--- src/rtl/mux_scan_ctrl_pkg.sv ---
// Shared definitions for the analog-mux scan controller: channel count,
// select-bit ordering and FSM state encodings.
package mux_scan_ctrl_pkg;

   localparam int CH_N = 8;
   localparam int CH_W = 3;

   // Select pins map to the channel index with s0 as the MSB.
   localparam int SEL_S0_BIT = 2;
   localparam int SEL_S1_BIT = 1;
   localparam int SEL_S2_BIT = 0;

   typedef enum logic [1:0] {
      ST_IDLE   = 2'd0,
      ST_SETTLE = 2'd1,
      ST_SAMPLE = 2'd2,
      ST_DONE   = 2'd3
   } state_t;

endpackage

--- src/rtl/mux_scan_ctrl_finder.sv ---
// Combinational search for the lowest enabled channel strictly above the
// current one, or the lowest enabled channel overall when from_start_i is set.
module next_chan_finder
   import mux_scan_ctrl_pkg::*;
(
   input  logic [CH_N-1:0] mask_i,
   input  logic [CH_W-1:0] cur_i,
   input  logic            from_start_i,
   output logic [CH_W-1:0] next_o,
   output logic            found_o
);

   logic [CH_N-1:0] above_mask;
   logic [CH_N-1:0] eligible;

   // Bits strictly above cur_i; the shift wraps to zero for the top channel.
   assign above_mask = ~((CH_N'(2) << cur_i) - CH_N'(1));
   assign eligible   = from_start_i ? mask_i : (mask_i & above_mask);

   always_comb begin
      next_o  = '0;
      found_o = 1'b0;
      for (int k = CH_N - 1; k >= 0; k--) begin
         if (eligible[k]) begin
            next_o  = CH_W'(k);
            found_o = 1'b1;
         end
      end
   end

endmodule

--- src/rtl/mux_scan_ctrl.sv ---
// Sweeps an external 8:1 mux over the enabled channels, waiting dwell+1
// settle cycles per channel before capturing Y into the sample vector.
module mux_scan_ctrl
   import mux_scan_ctrl_pkg::*;
#(
   parameter int DWELL_W = 4
) (
   input  logic               clk,
   input  logic               rst,
   input  logic               start,
   input  logic               continuous,
   input  logic [CH_N-1:0]    mask,
   input  logic [DWELL_W-1:0] dwell,
   input  logic               Y,
   output logic               s0,
   output logic               s1,
   output logic               s2,
   output logic               busy,
   output logic               done,
   output logic [CH_N-1:0]    sample,
   output logic               sample_valid
);

   state_t             state_q;
   logic [CH_W-1:0]    ch_q;
   logic [DWELL_W-1:0] cnt_q;
   logic [DWELL_W-1:0] dwell_q;
   logic [CH_N-1:0]    mask_q;
   logic [CH_N-1:0]    shadow_q;
   logic [CH_N-1:0]    sample_q;
   logic               busy_q;
   logic               done_q;
   logic               valid_q;
   logic               start_q;
   logic               start_d;

   logic               launch;
   logic [CH_N-1:0]    merged;
   logic [CH_N-1:0]    find_mask;
   logic               find_from_start;
   logic [CH_W-1:0]    find_next;
   logic               find_found;

   // start is registered once so the first select lands one edge after it is seen.
   assign start_d = (state_q == ST_IDLE) && start && !start_q;
   assign launch  = ((state_q == ST_IDLE) && start_q) ||
                    ((state_q == ST_DONE) && continuous);

   assign find_from_start = (state_q != ST_SAMPLE);
   assign find_mask       = find_from_start ? mask : mask_q;

   next_chan_finder u_finder (
      .mask_i       (find_mask),
      .cur_i        (ch_q),
      .from_start_i (find_from_start),
      .next_o       (find_next),
      .found_o      (find_found)
   );

   always_comb begin
      merged       = shadow_q;
      merged[ch_q] = Y;
   end

   always_ff @(posedge clk) begin
      if (rst) begin
         state_q  <= ST_IDLE;
         ch_q     <= '0;
         cnt_q    <= '0;
         dwell_q  <= '0;
         mask_q   <= '0;
         shadow_q <= '0;
         sample_q <= '0;
         busy_q   <= 1'b0;
         done_q   <= 1'b0;
         valid_q  <= 1'b0;
         start_q  <= 1'b0;
      end else begin
         start_q <= start_d;
         done_q  <= 1'b0;
         valid_q <= 1'b0;
         if (launch) begin
            mask_q   <= mask;
            dwell_q  <= dwell;
            shadow_q <= '0;
            if (find_found) begin
               ch_q    <= find_next;
               cnt_q   <= dwell;
               busy_q  <= 1'b1;
               state_q <= ST_SETTLE;
            end else begin
               sample_q <= '0;
               busy_q   <= 1'b0;
               done_q   <= 1'b1;
               valid_q  <= 1'b1;
               state_q  <= ST_DONE;
            end
         end else begin
            case (state_q)
               ST_SETTLE: begin
                  if (cnt_q == '0) state_q <= ST_SAMPLE;
                  else             cnt_q   <= cnt_q - DWELL_W'(1);
               end
               ST_SAMPLE: begin
                  shadow_q <= merged;
                  if (find_found) begin
                     ch_q    <= find_next;
                     cnt_q   <= dwell_q;
                     state_q <= ST_SETTLE;
                  end else begin
                     sample_q <= merged;
                     busy_q   <= 1'b0;
                     done_q   <= 1'b1;
                     valid_q  <= 1'b1;
                     state_q  <= ST_DONE;
                  end
               end
               ST_DONE:  state_q <= ST_IDLE;
               default:  state_q <= state_q;
            endcase
         end
      end
   end

   assign s0           = ch_q[SEL_S0_BIT];
   assign s1           = ch_q[SEL_S1_BIT];
   assign s2           = ch_q[SEL_S2_BIT];
   assign busy         = busy_q;
   assign done         = done_q;
   assign sample_valid = valid_q;
   assign sample       = sample_q;

endmodule
--- config.mk ---
export PLATFORM = sky130hd
export DESIGN_NAME = mux_scan_ctrl
export DESIGN_NICKNAME = d
export VERILOG_FILES = /design/src/rtl/mux_scan_ctrl_pkg.sv /design/src/rtl/mux_scan_ctrl_finder.sv /design/src/rtl/mux_scan_ctrl.sv
export SDC_FILE = /design/constraint.sdc
export NUM_CORES = 1
export LEC_CHECK = 0
export ABC_AREA = 1
export BUFFER_PORTS_ARGS = -buffer_cell sky130_fd_sc_hd__buf_4
export CAP_MARGIN = 10
export CORE_MARGIN = 1.5
export CORE_UTILIZATION = 42
export DETAILED_ROUTE_END_ITERATION = 10
export SKIP_CTS_REPAIR_TIMING = 1
export SYNTH_ARGS = -nofsm -noshare
export SYNTH_HDL_FRONTEND = slang
export SYNTH_SLANG_ARGS = --single-unit
--- constraint.sdc ---
create_clock -name clk -period 2.27 [get_ports clk]
set_clock_uncertainty 0.2 [all_clocks]
set_input_delay 0.1135 -clock clk [delete_from_list [all_inputs] [get_ports clk]]
set_output_delay 0.1135 -clock clk [all_outputs]
set_load 0.01 [all_outputs]
* Yosys cells after proc, flatten, opt, wreduce, memory -nomap -nowiden
Index checks and enable logic that the tools add are counted.
Widths: inputs -> output; s select.
** Storage, ports and cells
- Bits in registers :: 40
- Bits of input ports :: 17
- Output and inout port bits :: 14
** Cells by class
- Add/sub/neg operators :: 2
- $lt $le $gt $ge :: 2
- Equal/unequal tests :: 9
- Shift operators :: 1
- Muxes and demuxes :: 44
- Bitwise logic cells :: 3
- Reduce and logical (&&, ||, !) cells :: 17
** Operators with widths (number)
- $mux 8 :: 6
- $mux 3 :: 11
- $mux 1 :: 16
- $mux 4 :: 4
- $and 8x8->8 :: 1
- $bwmux 8 :: 1
- $not 8->8 :: 1
- $pmux 4 s2 :: 1
- $shl 2x3->8 const A :: 1
- $sub 8x2->8 const B :: 1
- $mux 2 :: 3
- $ne 2x2->1 const B :: 3
- $ne 3x3->1 const B :: 2
- $pmux 2 s3 :: 1
- $reduce_and 2->1 :: 3
- $logic_and 1x1->1 :: 5
- $eq 2x2->1 const B :: 2
- $logic_not 4->1 :: 1
- $lt 3x4->1 const B :: 1
- $reduce_and 4->1 :: 1
- $reduce_bool 4->1 :: 1
- $sub 4x1->4 const B :: 1
- $demux 1 s3 :: 1
- $ge 3x1->1 const B :: 1
- other kinds (9) :: 9

* Logic depth before layout (Yosys ltp)
Gate-level depths: netlist of run 1.
- Depth after elaboration :: 16
- Depth in mapped cells :: 18
- Mapped depth without buffers :: 18

* Cells and area by module
Synthesis of run 1 repeated with hierarchy kept, for this count alone.
** Unflattened totals
- Cells, all modules :: 324
- Area total of the unflattened synthesis :: 2185.8 um^2
** Modules (own cells, without submodules)
- mux_scan_ctrl :: times used 1, cells each 288, area an instance 2005.7 um^2
- next_chan_finder :: times used 1, cells each 36, area an instance 180.2 um^2

* Worst setup path after synthesis of run 1
No wires, ideal clock.
- Path kind :: reg2reg
- Start :: register ch_q[2]
- End :: register sample_q[0], in the netlist sample[0]
- Setup time :: 123 ps
- Data arrival time :: 1964 ps
- Path slack :: -17 ps
- Cell stages (with the launch flop) :: 17
- Path buffers :: 1
- Cells stage by stage :: dfxtp_1 > inv_2 > nand2_2 > nor2_2 > inv_1 > ha_1 > inv_1 > nand3_1 > nand2_1 > inv_1 > a21oi_2 > nand2_2 > nor2_8 > nand3_4 > buf_6 > nand3_1 > o21ai_1
** On the way
- Cells in the longest elaborated chain, start to end :: 15
- Elaborated cells on any way between the ends :: 24
- Classes of those cells :: add/sub (1); order compare (2); shift (1); mux (15); bitwise (3); reduce/logical (2)
** Ends and longest elaborated chain
- from (decl) :: line mux_scan_ctrl.sv:25 : logic [CH_W-1:0] ch_q;
- from (signal assigned) :: line mux_scan_ctrl.sv:87 : ch_q <= find_next;
- from (signal assigned) :: line mux_scan_ctrl.sv:107 : ch_q <= find_next;
- $shl 2x3->8 :: line mux_scan_ctrl_finder.sv:17 : assign above_mask = ~((CH_N'(2) << cur_i) - CH_N'(1));
- $sub 8x2->8 :: line mux_scan_ctrl_finder.sv:17
- $not 8->8 :: line mux_scan_ctrl_finder.sv:17
- $and 8x8->8 :: line mux_scan_ctrl_finder.sv:18 : assign eligible = from_start_i ? mask_i : (mask_i & above_mask);
- $mux 8 :: line mux_scan_ctrl_finder.sv:18
- $mux 1 (8 in a row) :: line mux_scan_ctrl_finder.sv:24 : if (eligible[k]) begin
- $not 1->1 (no source line)
- $reduce_and 2->1 (no source line)
- to (signal assigned) :: line mux_scan_ctrl.sv:111 : sample_q <= merged;
- to (decl) :: line mux_scan_ctrl.sv:30 : logic [CH_N-1:0] sample_q;
Parallel ways exist; a longest one is shown, timed or not. The select of a mux whose other input is x is not followed.
A chain may end at the register's enable or synchronous reset.

* Worst setup path after layout of run 1
- Start :: register ch_q[2]
- End :: register cnt_q[0]
** On the way
- Cells in the longest elaborated chain, start to end :: 15
- Elaborated cells on any way between the ends :: 16
- Classes of those cells :: add/sub (1); eq/ne (2); shift (1); mux (9); bitwise (2); reduce/logical (1)
** Ends and longest elaborated chain
- $shl 2x3->8 (*) :: line mux_scan_ctrl_finder.sv:17
- $sub 8x2->8 (*) :: line mux_scan_ctrl_finder.sv:17
- $not 8->8 (*) :: line mux_scan_ctrl_finder.sv:17
- $and 8x8->8 (*) :: line mux_scan_ctrl_finder.sv:18
- $mux 8 (*) :: line mux_scan_ctrl_finder.sv:18
- $mux 1 (7 in a row) :: line mux_scan_ctrl_finder.sv:24
- $mux 1 (*) :: line mux_scan_ctrl_finder.sv:24
- $ne 2x2->1 (no source line) / $ne 2x1->1 (equally long branches)
- $reduce_and 4->1 (no source line) (*)
- to (signal assigned) :: line mux_scan_ctrl.sv:88 : cnt_q <= dwell;
- to (signal assigned) :: line mux_scan_ctrl.sv:102 : else cnt_q <= cnt_q - DWELL_W'(1);
- to (signal assigned) :: line mux_scan_ctrl.sv:108 : cnt_q <= dwell_q;
- to (decl) :: line mux_scan_ctrl.sv:26 : logic [DWELL_W-1:0] cnt_q;
Mark *: on every way between the ends. The rest lies on a longest branch, timed or not.

==> results of run 1 <==
-- power by group through the flow --
stage                     clock, mW  combinational (mW)  sequential [mW]
after floorplan                   0                1.25            0.969
after global placement            0                1.81            0.960
after detailed placement          0                1.81            0.960
after CTS                     0.636                1.83            0.948
after global routing          0.656                2.30            0.981
final                         0.616                2.07            0.959
-- area by class of cell --
class	count	share of cell area (%)
timing repair buffer	72	20.9
sequential	39	26.4
clock inverter	2	1.18
inverter	42	5.49
multi-input combinational	211	40.4
clock buffer	6	2.79
tap	67	2.83
-- Yosys cell counts (2+ instances only) --
| master | instances |
|---|---|
| buf_4 | 2 |
| nor2_2 | 5 |
| inv_2 | 5 |
| clkinv_1 | 2 |
| o21ai_0 | 24 |
| ha_1 | 7 |
| a21oi_1 | 20 |
| inv_1 | 35 |
| a31oi_1 | 2 |
| buf_6 | 2 |
| o21ai_1 | 11 |
| dfxtp_1 | 39 |
| o211ai_1 | 3 |
| buf_2 | 4 |
| nor2_1 | 26 |
| nand3_1 | 20 |
| nand2_2 | 7 |
| clkbuf_1 | 3 |
| nand2_1 | 67 |
| nand3_2 | 5 |
-- flip-flops by register name (all words and copies together), names as in the netlist --
register	count
cnt_q	4
state_q	2
busy	1
mask_q	7
ch_q	3
sample	8
shadow_q	8
dwell_q	4
start_q	1
sample_valid	1
-- cell families (layout without fill, tap and decap cells) --
kind of cell | after synthesis | count (layout) | share of synthesized area [%]
buf+inv | 53 | 122 | 10.7
flops | 39 | 39 | 36.8
xor+xnor | 1 | 1 | 0.413
compound gates | 66 | 66 | 17.2
fa+ha+maj | 7 | 7 | 4.13
simple gates | 137 | 137 | 30.8
-- stage by stage --
step                      area [sq um]  hold WS (ns)  power [mW]  TNS (ns)
final                             2960        0.0142        3.64    -0.154
after global routing              2960        0.0306        3.94     -1.76
after CTS                         2660        -0.167        3.41         0
after detailed placement          2540         0.160        2.77         0
after global placement            2540         0.161        2.77         0
after floorplan                   2120        0.0388        2.22         0
-- worst max-delay path: cells and delay by family (launching register included) --
kind	cells	cell delay (ns)
flip-flops	1	0.33
adder cells (fa/ha/maj)	1	0.17
AND/OR/NAND/NOR	10	0.99
AO/OA/AOI/OAI	1	0.19
buffers and inverters	5	0.30
-- worst max path at each step --
| stage | depth (start not counted) | slack, ns | startpoint | to |
|---|---|---|---|---|
| floorplan | 16 | 0.02 | ch_q[1] | sample[0] |
| finish | 17 | -0.03 | ch_q[2] | cnt_q[0] |
| global route | 15 | -0.18 | ch_q[2] | sample[3] |
| CTS | 16 | 0.02 | ch_q[2] | sample[2] |
| detailed placement | 17 | 0.04 | ch_q[2] | cnt_q[0] |
| global placement | 17 | 0.1 | ch_q[2] | cnt_q[3] |
-- per-layer routing --
metal	track usage [%]	vias up	share of wire, %
li1	-	1109	-
met1	25.5	954	47
met2	30.9	40	47
met3	4.47	9	3.8
met4	7.82	0	1.7
met5	0	-	0
==> results.cfg, run 1 <==
[clock_tree]
root_buffer = clkbuf_8
clk_pin_slew_ns = 0.08
clockBufferDepth = 2
cts_tree = built
htreeDepth = 2
insertion_delay_ns = 0.30
cts_buffers = 5
cts.sinks = 39

[die]
die_area_sq_um = 5490
start_util_pct = 44.3
die_x_um = 74.1
core_sq_um = 4790
die_y_um = 74.1
ioPinCount = 31
num_rows = 25

[global_routing]
grt_pass1_vias = 1793
grt_max_degree = 17
track_usage_pct = 19.4
grt_pass1_wl_um = 8050
grt_overflow = 0
antenna_found_initial = 0

[place]
pre_cts_ws_ns = 0.0425
hpwlAfterDp_um = 3750
placedCellCount = 409
gp_congestion = 0.858
io_buffers = 30

[layout]
utilization_pct = 61.9
final_common_cell = nand2_1
final_cell_mix = nand2_1, buf_4, dfxtp_1
multi_input_area_sq_um = 1200
drive_gt1_share_pct = 29.8
seqCellArea_sq_um = 783
nFillCells = 454
area_delta_synth_final_pct = 39.7
instances_no_fill = 439
diodes = 0
nNetsFinal = 395

[critical_path]
critPathRequiredTime_ns = 2.26
cp.arrival_ns = 2.29
slowest_stage = dfxtp_2
startpoint_type = register
r2r_slack_ns = -0.03
worst_setup_path_end_kind = register
cpPeakStageDelay_ns = 0.33
crit_type = reg -> reg
rr_worst_depth = 17
r2r_end = cnt_q[0]
r2r_start = ch_q[2]
path_cells = inv_2, nand2_2, nor2_2, inv_1, ha_2, inv_2, nand3_2, nand2_2, inv_2, a21oi_4, nand2_4, nor2_8, nand3_4, nand2_4, inv_6, nor2_4, nor2_1
critPathMaxFanout = 5
crit_top_cell = inv_2

[timing]
hold_viol = 0
worst_slack_ns = -0.0331
drv_slew = 0
fin_crit_sh_pct = 101
tightest_slew_ns = 0.446
slew_headroom_pct = 70.1
period_minus_slack_ns = 2.30
finalSetupViolCount = 11
grt_setup_unrepaired = true
fmax_ghz = 0.434

[route]
ant_nets = 0
routed_wl_um = 5330
drc = 0
firstDrtPassIters = 5
routed-via-count = 2112
drt_iter0_drc = 88
wl_per_cell_um = 12.1
viasPerCell = 4.81

[min_path]
hold_class = in -> reg
hold_start = Y
hold_depth = 3
hold-path-endpoint = sample[4]

[synth]
async_reset_ff_share_pct = 0
yosysTopAreaCell = dfxtp_1
synth_nets = 327
avgSynthCellArea_sq_um = 7.00
synth-edff-count = 0
netlist_area_sq_um = 2120
ys.flop_type = dfxtp_1
yosys.area.top_type_share_pct = 36.8
ys_types = 34
synth_cells = 303
seq_area_frac_synth_pct = 36.8
yosys_warnings = 0
ys_top_cells_by_area = dfxtp_1, nand2_1, inv_1
synth-seq-cells = 39

[flow_run]
maxCapViolCount = 0

[power_and_ir_drop]
clockPowerShare_pct = 16.9
p_sw_mw = 1.55
ir_drop_mv = 0.693
seq_power_share_pct = 26.3
power.internal_mw = 2.09
comb_power_share_pct = 56.7
powerDensity_nw_per_um2 = 1230
swShare_pct = 42.6
power.leakage_nw = 1.40

[status]
violations = negative setup slack
status = complete, but fails checks
(Power assumes the default switching activity.)
==> run 2, diff against run 1 <==
- CORE_MARGIN: 1.5 -> 4
- MAX_ROUTING_LAYER: unset -> met4
==> run 2 against run 1 <==
Net effect: the run still ends with negative setup slack left; total power fell by 1.1%; final area fell by 2.4%; count of clock-buffer cells in the layout did not move; clock power fell by 2%; final cell count fell by 1.6%; fmax rose by 0.31%; core utilization fell by 1.9 points; hold slack improved by 0.027 ns; setup slack improved by 0.0071 ns; critical path depth did not move; routed wire length fell by 0.98%; register-to-register slack barely moved; largest power group unchanged.
==> results.cfg, run 2 (synthesis results as in run 1) <==
[power_and_ir_drop]
p_sw_mw = 1.56
swShare_pct = 43.2
ir_drop_mv = 0.654
seq_power_share_pct = 26.5
power.leakage_nw = 1.36
clockPowerShare_pct = 16.7
comb_power_share_pct = 56.7
powerDensity_nw_per_um2 = 1240
power.internal_mw = 2.04

[critical_path]
r2r_end = cnt_q[2]
r2r_slack_ns = -0.03
crit_buf_inv = 5
critPathMaxFanout = 4
slowest_stage = dfxtp_2
cpPeakStageDelay_ns = 0.33
r2r_start = ch_q[2]
crit_type = reg -> reg
startpoint_type = register
cp.arrival_ns = 2.28
rr_worst_depth = 17
critPathRequiredTime_ns = 2.26
cp.depth = 17
path_cells = inv_2, nand2_4, nor2_4, inv_2, ha_4, inv_4, nand3_2, nand2_1, inv_1, a21oi_2, nand2_2, nor2_8, nand3_4, nand2_4, inv_4, nor2_2, nor2_2
worst_setup_path_end_kind = register
cp_top_family = simple AND/OR/NAND/NOR gates

[layout]
instances_no_fill = 432
area_delta_synth_final_pct = 36.4
nNetsFinal = 388
nFillCells = 483
utilization_pct = 60.1
drive_gt1_share_pct = 29.0
final_common_cell = nand2_1
diodes = 0
final_cell_area_sq_um = 2890
final_cell_mix = nand2_1, buf_4, dfxtp_1

[min_path]
hold_depth = 5
hold_start = Y
hold-path-endpoint = shadow_q[6]
hold_class = in -> reg

[place]
placed_area_sq_um = 2520
gp_congestion = 0.899
pre_cts_ws_ns = -0.0195
hpwlAfterDp_um = 3860
io_buffers = 30
placedCellCount = 406

[clock_tree]
insertion_delay_ns = 0.29
htreeDepth = 2
clockBufferDepth = 2
cts_tree = built
root_buffer = clkbuf_8
clk_pin_slew_ns = 0.08
cts_buffers = 5
cts.sinks = 39

[flow_run]
maxCapViolCount = 0

[route]
met3_wirelength_um = 172
wl_met2_um = 2550
dr.max_layer_used = met4
wirelength_met1_um = 2520
drc = 0
routed_wl_um = 5280
firstDrtPassIters = 4
routed-via-count = 2073
wl_per_cell_um = 12.2
ant_nets = 0
drt_iter0_drc = 104
viasPerCell = 4.80

[timing]
finalSetupViolCount = 3
worst_slack_ns = -0.0260
slew_headroom_pct = 69.8
holdWs_ns = 0.0415
grt_setup_unrepaired = true
drv_slew = 0
period_minus_slack_ns = 2.30
tightest_slew_ns = 0.451
hold_viol = 0
fmax_ghz = 0.436
fin_crit_sh_pct = 101

[status]
violations = negative setup slack
status = complete, but fails checks

[global_routing]
grt_max_degree = 25
grt_overflow = 0
antenna_found_initial = 0
grt_pass1_vias = 1841
track_usage_pct = 17.3
grt_pass1_wl_um = 8370

[die]
die_y_um = 79.1
start_util_pct = 44.1
die_x_um = 79.1
die_area_sq_um = 6250
core_sq_um = 4820
num_rows = 25
ioPinCount = 31
run 2: through the flow:
stage	setup TNS (ns)	power, mW
2_1_floorplan	0	2.22
3_3_place_gp	0	2.74
3_5_place_dp	-0.0195	2.77
4_1_cts	-0.0797	3.39
5_1_grt	-1.75	3.91
6_report	-0.0343	3.60
run 2: tightest hold or removal path, stage by stage:
cell and delay, ns:
buf_4 0.10, nand2_1 0.05, o21ai_0 0.11, o21ai_0 0.09, inv_1 0.05
run 2: power groups by stage:
stage                     Clock, mW  Sequential, mW  Combinational, mW
after floorplan                   0           0.969               1.25
after global placement            0           0.953               1.78
after detailed placement          0           0.955               1.81
after CTS                     0.620           0.942               1.82
after global routing          0.642           0.971               2.30
final                         0.602           0.956               2.04
run 2: area by class of cell:
class	count	area (sq um)	area share [%]
multi-input cells	211	1180	40.8
flip-flops and latches	39	785	27.1
repair buffers	65	566	19.5
inverters	42	163	5.62
well taps	67	83.8	2.90
clock buffers	6	82.6	2.85
clock inverters	2	35.0	1.21
run 2: metal layers:
layer	global-route usage, %	up-vias
met1	21.5	938
li1	-	1099
met4	4.64	0
met2	28.8	32
met5	-	-
met3	3.63	4
run 2: how the worst max path moves through the flow:
stage            start        end  slack (ns)
2_1_floorplan  ch_q[1]  sample[0]        0.02
3_3_place_gp   ch_q[1]   cnt_q[2]        0.08
3_5_place_dp   ch_q[2]   cnt_q[2]       -0.02
4_1_cts        ch_q[2]   cnt_q[2]       -0.08
5_1_grt        ch_q[2]   cnt_q[2]       -0.15
6_report       ch_q[2]   cnt_q[2]       -0.03
